==> src/rtl/game_pkg.sv <==
// Shared types and constants for the asteroid-avoider game phase sequencer.
package game_pkg;

   localparam int PHASE_W = 2;
   localparam int FRAME_N = 16;

   typedef logic [FRAME_N-1:0][FRAME_N-1:0] frame_t;

   typedef enum logic [PHASE_W-1:0] {
      ATTRACT  = 2'b00,
      PLAY     = 2'b01,
      EXPLODE  = 2'b10,
      GAMEOVER = 2'b11
   } phase_t;

   function automatic logic is_end_phase(input phase_t p);
      return (p == EXPLODE) || (p == GAMEOVER);
   endfunction

endpackage

==> src/rtl/phase_tick_timer.sv <==
// Tick divider plus a saturating count of ticks seen since the last clear.
module phase_tick_timer #(
   parameter int TICKDIV = 25
) (
   input  logic       CLK,
   input  logic       RST,
   input  logic       clr,
   output logic       tick,
   output logic [3:0] tcount
);

   logic [TICKDIV-1:0] div_q;
   logic [3:0]         tcount_q;

   assign tick   = &div_q;
   assign tcount = tcount_q;

   // clr has priority so a newly entered state always gets a full tick period.
   always_ff @(posedge CLK or negedge RST) begin
      if (!RST) begin
         div_q    <= '0;
         tcount_q <= '0;
      end else if (clr) begin
         div_q    <= '0;
         tcount_q <= '0;
      end else begin
         div_q <= div_q + 1'b1;
         if (tick && (tcount_q != 4'hF))
            tcount_q <= tcount_q + 4'd1;
      end
   end

endmodule

==> src/rtl/game_phase_controller.sv <==
// Game phase FSM: attract -> play -> explode -> game over, with enables and
// a registered 16x16 frame mux feeding the LED driver.
module game_phase_controller
   import game_pkg::*;
#(
   parameter int TICKDIV       = 25,
   parameter int EXPLODE_TICKS = 7,
   parameter int LOCK_TICKS    = 4
) (
   input  logic               CLK,
   input  logic               RST,
   input  logic               start_btn,
   input  logic               collision,
   input  frame_t             PixSTART,
   input  frame_t             PixPLAY,
   input  frame_t             PixEND,
   output frame_t             PixOUT,
   output logic               PLAYen,
   output logic               ENDen,
   output logic [PHASE_W-1:0] phase
);

   localparam logic [3:0] EXP_LAST = 4'(EXPLODE_TICKS - 1);
   localparam logic [3:0] LOCK_N   = 4'(LOCK_TICKS);

   phase_t     state_q, state_d;
   logic       btn_prev_q;
   logic       play_en_q;
   logic       end_en_q;
   frame_t     pix_q, pix_d;
   logic       start_rise;
   logic       tick;
   logic [3:0] tcount;
   logic       clr;

   assign start_rise = start_btn & ~btn_prev_q;
   assign clr        = (state_d != state_q);

   phase_tick_timer #(
      .TICKDIV (TICKDIV)
   ) u_timer (
      .CLK    (CLK),
      .RST    (RST),
      .clr    (clr),
      .tick   (tick),
      .tcount (tcount)
   );

   always_comb begin
      state_d = state_q;
      case (state_q)
         ATTRACT:  if (start_rise) state_d = PLAY;
         PLAY:     if (collision) state_d = EXPLODE;
         EXPLODE:  if (tick && (tcount == EXP_LAST)) state_d = GAMEOVER;
         GAMEOVER: if (start_rise && (tcount >= LOCK_N)) state_d = ATTRACT;
         default:  state_d = ATTRACT;
      endcase
   end

   // The mux follows the current state, so a new source shows one cycle after a switch.
   always_comb begin
      pix_d = PixEND;
      case (state_q)
         ATTRACT: pix_d = PixSTART;
         PLAY:    pix_d = PixPLAY;
         default: pix_d = PixEND;
      endcase
   end

   always_ff @(posedge CLK or negedge RST) begin
      if (!RST) begin
         state_q    <= ATTRACT;
         btn_prev_q <= 1'b1;
         play_en_q  <= 1'b0;
         end_en_q   <= 1'b0;
         pix_q      <= '0;
      end else begin
         state_q    <= state_d;
         btn_prev_q <= start_btn;
         play_en_q  <= (state_d == PLAY);
         end_en_q   <= is_end_phase(state_d);
         pix_q      <= pix_d;
      end
   end

   assign PixOUT = pix_q;
   assign PLAYen = play_en_q;
   assign ENDen  = end_en_q;
   assign phase  = state_q;

endmodule

==> config.mk <==
export PLATFORM = sky130hd
export DESIGN_NAME = game_phase_controller
export DESIGN_NICKNAME = d
export VERILOG_FILES = /design/src/rtl/game_pkg.sv /design/src/rtl/phase_tick_timer.sv /design/src/rtl/game_phase_controller.sv
export SDC_FILE = /design/constraint.sdc
export NUM_CORES = 1
export LEC_CHECK = 0
export ABC_AREA = 0
export BUFFER_PORTS_ARGS = -buffer_cell sky130_fd_sc_hd__buf_2
export CORE_AREA = 2 2 398 400
export DETAILED_ROUTE_END_ITERATION = 16
export DIE_AREA = 0 0 400 402
export GPL_ROUTABILITY_DRIVEN = 0
export GPL_TIMING_DRIVEN = 1
export PLACE_DENSITY = 0.3
export SLEW_MARGIN = 10
export SYNTH_ARGS = -nofsm -noshare
export SYNTH_HDL_FRONTEND = slang
export SYNTH_SLANG_ARGS = --single-unit
==> constraint.sdc <==
create_clock -name CLK -period 2.3 [get_ports CLK]
set_input_delay 0.23 -clock CLK [delete_from_list [all_inputs] [get_ports CLK]]
set_output_delay 0.23 -clock CLK [all_outputs]
set_load 0.1 [all_outputs]
### Word-level counts from Yosys, hierarchy flattened

Index checks and enable logic that the tools add are counted.

* $add $sub $neg: 2
* multiply operators: 0
* div/mod/pow operators: 0
* $lt $le $gt $ge: 1
* eq/ne operators: 9
* shift-type cells: 0
* multiplexer cells: 9
* bitwise gates (word level): 2
* reduce and logical (&&, ||, !) cells: 7

Operators with widths (count)
* 256-bit one-hot mux with 2 select lines: 1
* 25-bit by 1-bit adder with 25-bit output (second input constant): 1
* 25-bit two-way mux: 1
* 25-bit AND reduction: 1
* 2-bit equality test (second input constant): 4
* 2-bit two-way mux: 4
* 4-bit two-way mux: 2
* 2-bit one-hot mux with 4 select lines: 1
* 4-bit by 1-bit adder with 4-bit output (second input constant): 1
* 2-bit by 1-bit equality test with 1-bit output (second input constant): 2
* 4-bit by 3-bit equality test with 1-bit output (second input constant): 1
* 4-bit by 3-bit greater-or-equal comparator with 1-bit output (second input constant): 1
* 4-bit != test (second input constant): 1
* 1-bit logical AND: 3
* 2-bit zero test: 1
* 2-bit != test: 1
* 2-bit nonzero test: 1
* 1-bit bitwise AND: 1
* 1-bit logical OR: 1
* 1-bit NOT: 1

* register bits after elaboration: 290
* latch bits: 0
* memory bits (writable): 0
* memory bits (read-only): 0
* input port bits: 772
* output and inout bits: 260
* memories: 0

### Longest topological paths before layout

* depth after elaboration: 7
* depth in mapped cells: 7
* mapped depth without buffers: 5

### Modules after synthesis

From an unflattened synthesis, not the netlist that was laid out.

* cells, all modules: 1270
* area, all modules: 13467.9 um2

Modules (own cells, without submodules)
* game_phase_controller: times used 1, cells each 1132, area each 12057.8 um2, sequential area each 6532.5 um2
* phase_tick_timer: times used 1, cells each 138, area each 1410.1 um2, sequential area each 725.7 um2

### Worst setup path before layout

No wires, ideal clock.

* path kind: register -> register
* start: register state_q[0] (netlist: phase[0])
* end: register pix_q, in the netlist PixOUT[101]
* arrival time: 2.274 ns
* data required time: 2.167 ns
* path slack: -0.107 ns
* stages on the path, launching flop included: 6
* buffers on the path: 3
* period minus slack after synthesis: 2.407 ns
* cell sequence: dfrtp_1 > clkbuf_1 > clkbuf_1 > buf_1 > mux2i_1 > o21ai_0

RTL lines
* start: declaration: line game_phase_controller.sv:26 `phase_t state_q, state_d;`
* start signal: assignment: line game_phase_controller.sv:78 `state_q <= state_d;`
* end signal: assignment: line game_phase_controller.sv:82 `pix_q <= pix_d;`
* end: declaration: line game_phase_controller.sv:30 `frame_t pix_q, pix_d;`

==> reports/metrics.cfg <==
[setup_path]
critPathBufInv = 3
crit_fanout = 44
required_ns = 2.79
slowest_stage = dlygate4sd3_1
worstPathCellList = buf_16 -> buf_16 -> mux2i_2 -> dlygate4sd3_1 -> o21ai_0
worstPathArrival_ns = 2.75
crit_path_end_kind = register
cp_top_family = buffers and inverters
crit_top_cell = buf_16
critPathLaunchType = register
max_stage_delay_ns = 0.57
critPathKind = reg -> reg

[clock_tree]
post_cts_buffers = 0
clk_latency_ns = 0.62
cts.sinks = 290
path_clk_slew_ns = 0.06
cts_tree = built
max-clock-path-buffers = 3
root_buffer = clkbuf_16
cts_buffers = 44
htreeDepth = 2

[timing]
hold_viol = 0
setup_viol = 0
fmax_mhz = 441
skew_ns = 0.0265
drv_slew = 0
maxSlewHeadroom_pct = 46.7
period_share_pct = 98.5
min_period_ns = 2.27
rsz0062_at_grt = yes
worst_pin_slew_ns = 0.805
fin_setup_tns_ns = 0

[logic_synthesis]
synth_ff_type = dfrtp_1
yosysSeqAreaShare_pct = 54.3
synth-seq-cells = 290
ys_async_sr_fraction_pct = 100
syn_area_um2 = 13400
synth.distinct_cells = 41
syn-num-nets = 2079
syn_area_per_cell_um2 = 10.3
synth_warnings = 0
syn_inst = 1304
synth_edf_count = 0

[power]
p_comb_share_pct = 60.1
sw_frac_of_total_pct = 55.9
pwr-share-seq_pct = 20.6
p_int_mw = 16.3
leakage_nw = 13.4
p_per_area_nw_per_um2 = 1290
ir_worst_vdd_v = 0.000639
switching_power_mw = 20.7
p_clk_share_pct = 19.4

[cells_and_area]
layout-drive-gt1-share_pct = 40.1
fillers = 17800
area_growth_pct = 114
final_nets = 3684
fin_util_pct = 18.2

[route]
top_layer = met5
wl_met2_um = 45900
drtIter0Drc = 678
drt_pass1_iterations = 5
ant_nets = 0
drt-met1-wl_um = 38100
wire_per_inst_um = 18.7
viasPerCell = 3.22
drc = 0
dr_wl_met3_um = 7110
vias = 16200
drt_wl_total_um = 94000

[global_route]
grt-ovfl-total = 0
grt_pass1_vias = 17200
antenna_found_initial = 42
grt_pass1_wl_um = 126000
grt_max_degree = 148
grt.total_usage_pct = 11.0

[run_status]
status = finished clean

[hold_path]
hold_class = in -> reg

[floorplan]
start_util_pct = 8.52
rows = 146
io_pins = 1032
die_area_um2 = 161000
core_um2 = 157000
fp.dieW_um = 400
fp.dieH_um = 402

[placement]
port_buffers = 1031
hpwl_um = 75400

[run]
maxCapViolCount = 0

## placed cells by master, fill, tap and decap left out, types with 4 or more instances in the layout
master         instances
buf_2               1028
buf_4                 49
bufinv_16              4
nand2_1              267
a22oi_1                8
nand3_1               11
clkbuf_8               8
clkbuf_16             46
clkinvlp_4             4
dlygate4sd3_1        553
nor2_1                 9
a21oi_1               19
nor4_1                 6
nand4_1                8
mux2i_1              253
clkinv_2               5
or3_1                  8
and3_1                 5
buf_6                  5
diode_2               14
o21ai_0              267
dfrtp_1              287
inv_1                  9
buf_12                11
xnor2_1               13
clkinv_4               4
clkbuf_1               7
a31oi_1                4
## Yosys cell counts (all sizes together) (4+ instances only)
cell    instances  area share, %
nand3          11           0.41
nor2            9           0.25
inv             9           0.25
xnor2          13           0.85
buf            18           0.63
clkbuf         76            2.1
a31oi           4           0.19
nand2         267            7.5
o21ai         268             10
or3             8           0.37
nand4           9           0.53
mux2i         256             19
and3            5           0.23
a22oi           8           0.45
dfrtp         289             54
nor4            6           0.28
a21oi          19           0.71
## tightest hold or removal path: stages
cell	delay [ns]
buf_2	0.07
nand2_1	0.04
o21ai_0	0.18
## sequential cells by signal, summed over array words and instances (netlist names)
signal and count:
ENDen 1, u_timer.div_q 25, phase 2, btn_prev_q 1, u_timer.tcount 4, PixOUT 256, PLAYen 1
## timing repair
item | CTS | global route
cloned | 0 | 2
resized for setup | 2 | 12
hold buffers | 554 | 0
endpoints found under the hold margin | 292 | 0
setup endpoints to repair | 1 | 33
## kinds of logic after synthesis
group                      after synthesis  share of synthesized area, %
AOI/OAI and AO/OA                      308                          12.0
buffers and inverters                  103                          3.01
and+or+nand+nor                        330                          10.4
xor gates and xnor gates                14                         0.917
adders and majority gates                3                         0.281
DFF                                    290                          54.3
muxes                                  256                          19.2
## metrics by stage
| step | setup slack (ns) | cell area, µm² | total power [mW] | hold WS, ns | std cells |
|---|---|---|---|---|---|
| final | 0.0334 | 28600 | 37.0 | 0.0109 | 5028 |
| after global routing | -0.0310 | 28600 | 38.7 | 0.0194 | 5026 |
| after CTS | 0.0108 | 28500 | 37.4 | 0.00152 | 5012 |
| after detailed placement | 0.198 | 21500 | 28.1 | 0.291 | 4379 |
| after global placement | 0.172 | 21500 | 28.1 | 0.283 | 4379 |
| after floorplan | 0.158 | 13400 | 22.6 | -0.0656 | 1304 |
## layout make-up
class | instances | area [µm²] | share of cell area (%)
multi-input combinational | 911 | 5730 | 20.0
clock inverter | 20 | 255 | 0.891
timing repair buffer | 1653 | 11500 | 40.1
antenna | 14 | 35.0 | 0.122
inverter | 9 | 33.8 | 0.118
clock buffer | 59 | 1240 | 4.32
tap | 2072 | 2590 | 9.05
sequential | 290 | 7270 | 25.4
## worst paths after layout
kind,from,endpoint,slack [ns],depth (start not counted)
worst min register to register,u_timer.div_q[0]$_DFF_PN0_,u_timer.div_q[0]$_DFF_PN0_,0.48,1
worst max register to register,phase[0]$_DFF_PN0_,PixOUT[110]$_DFF_PN0_,0.03,5
worst min-delay path,PixEND[247],PixOUT[247]$_DFF_PN0_,0.01,3
worst max-delay path,phase[0]$_DFF_PN0_,PixOUT[110]$_DFF_PN0_,0.03,5
min in group asynchronous,RST,PixOUT[220]$_DFF_PN0_,0.21,2
max in group asynchronous,RST,PixOUT[189]$_DFF_PN0_,1.39,3
## power groups by stage
stage	Sequential (mW)	Clock, mW	Combinational, mW
final	7.59	7.15	22.2
after global routing	7.79	7.69	23.2
after CTS	7.61	7.50	22.2
after detailed placement	7.66	0	20.4
after global placement	7.69	0	20.5
after floorplan	18.7	0	3.86
## metal layers
| metal | vias up | track usage (%) |
|---|---|---|
| met3 | 141 | 3.43 |
| met4 | 10 | 3.47 |
| met1 | 7602 | 12.9 |
| met2 | 655 | 19.1 |
| met5 | - | 0 |
| li1 | 7771 | - |
Power figures use the tool's default switching activity.
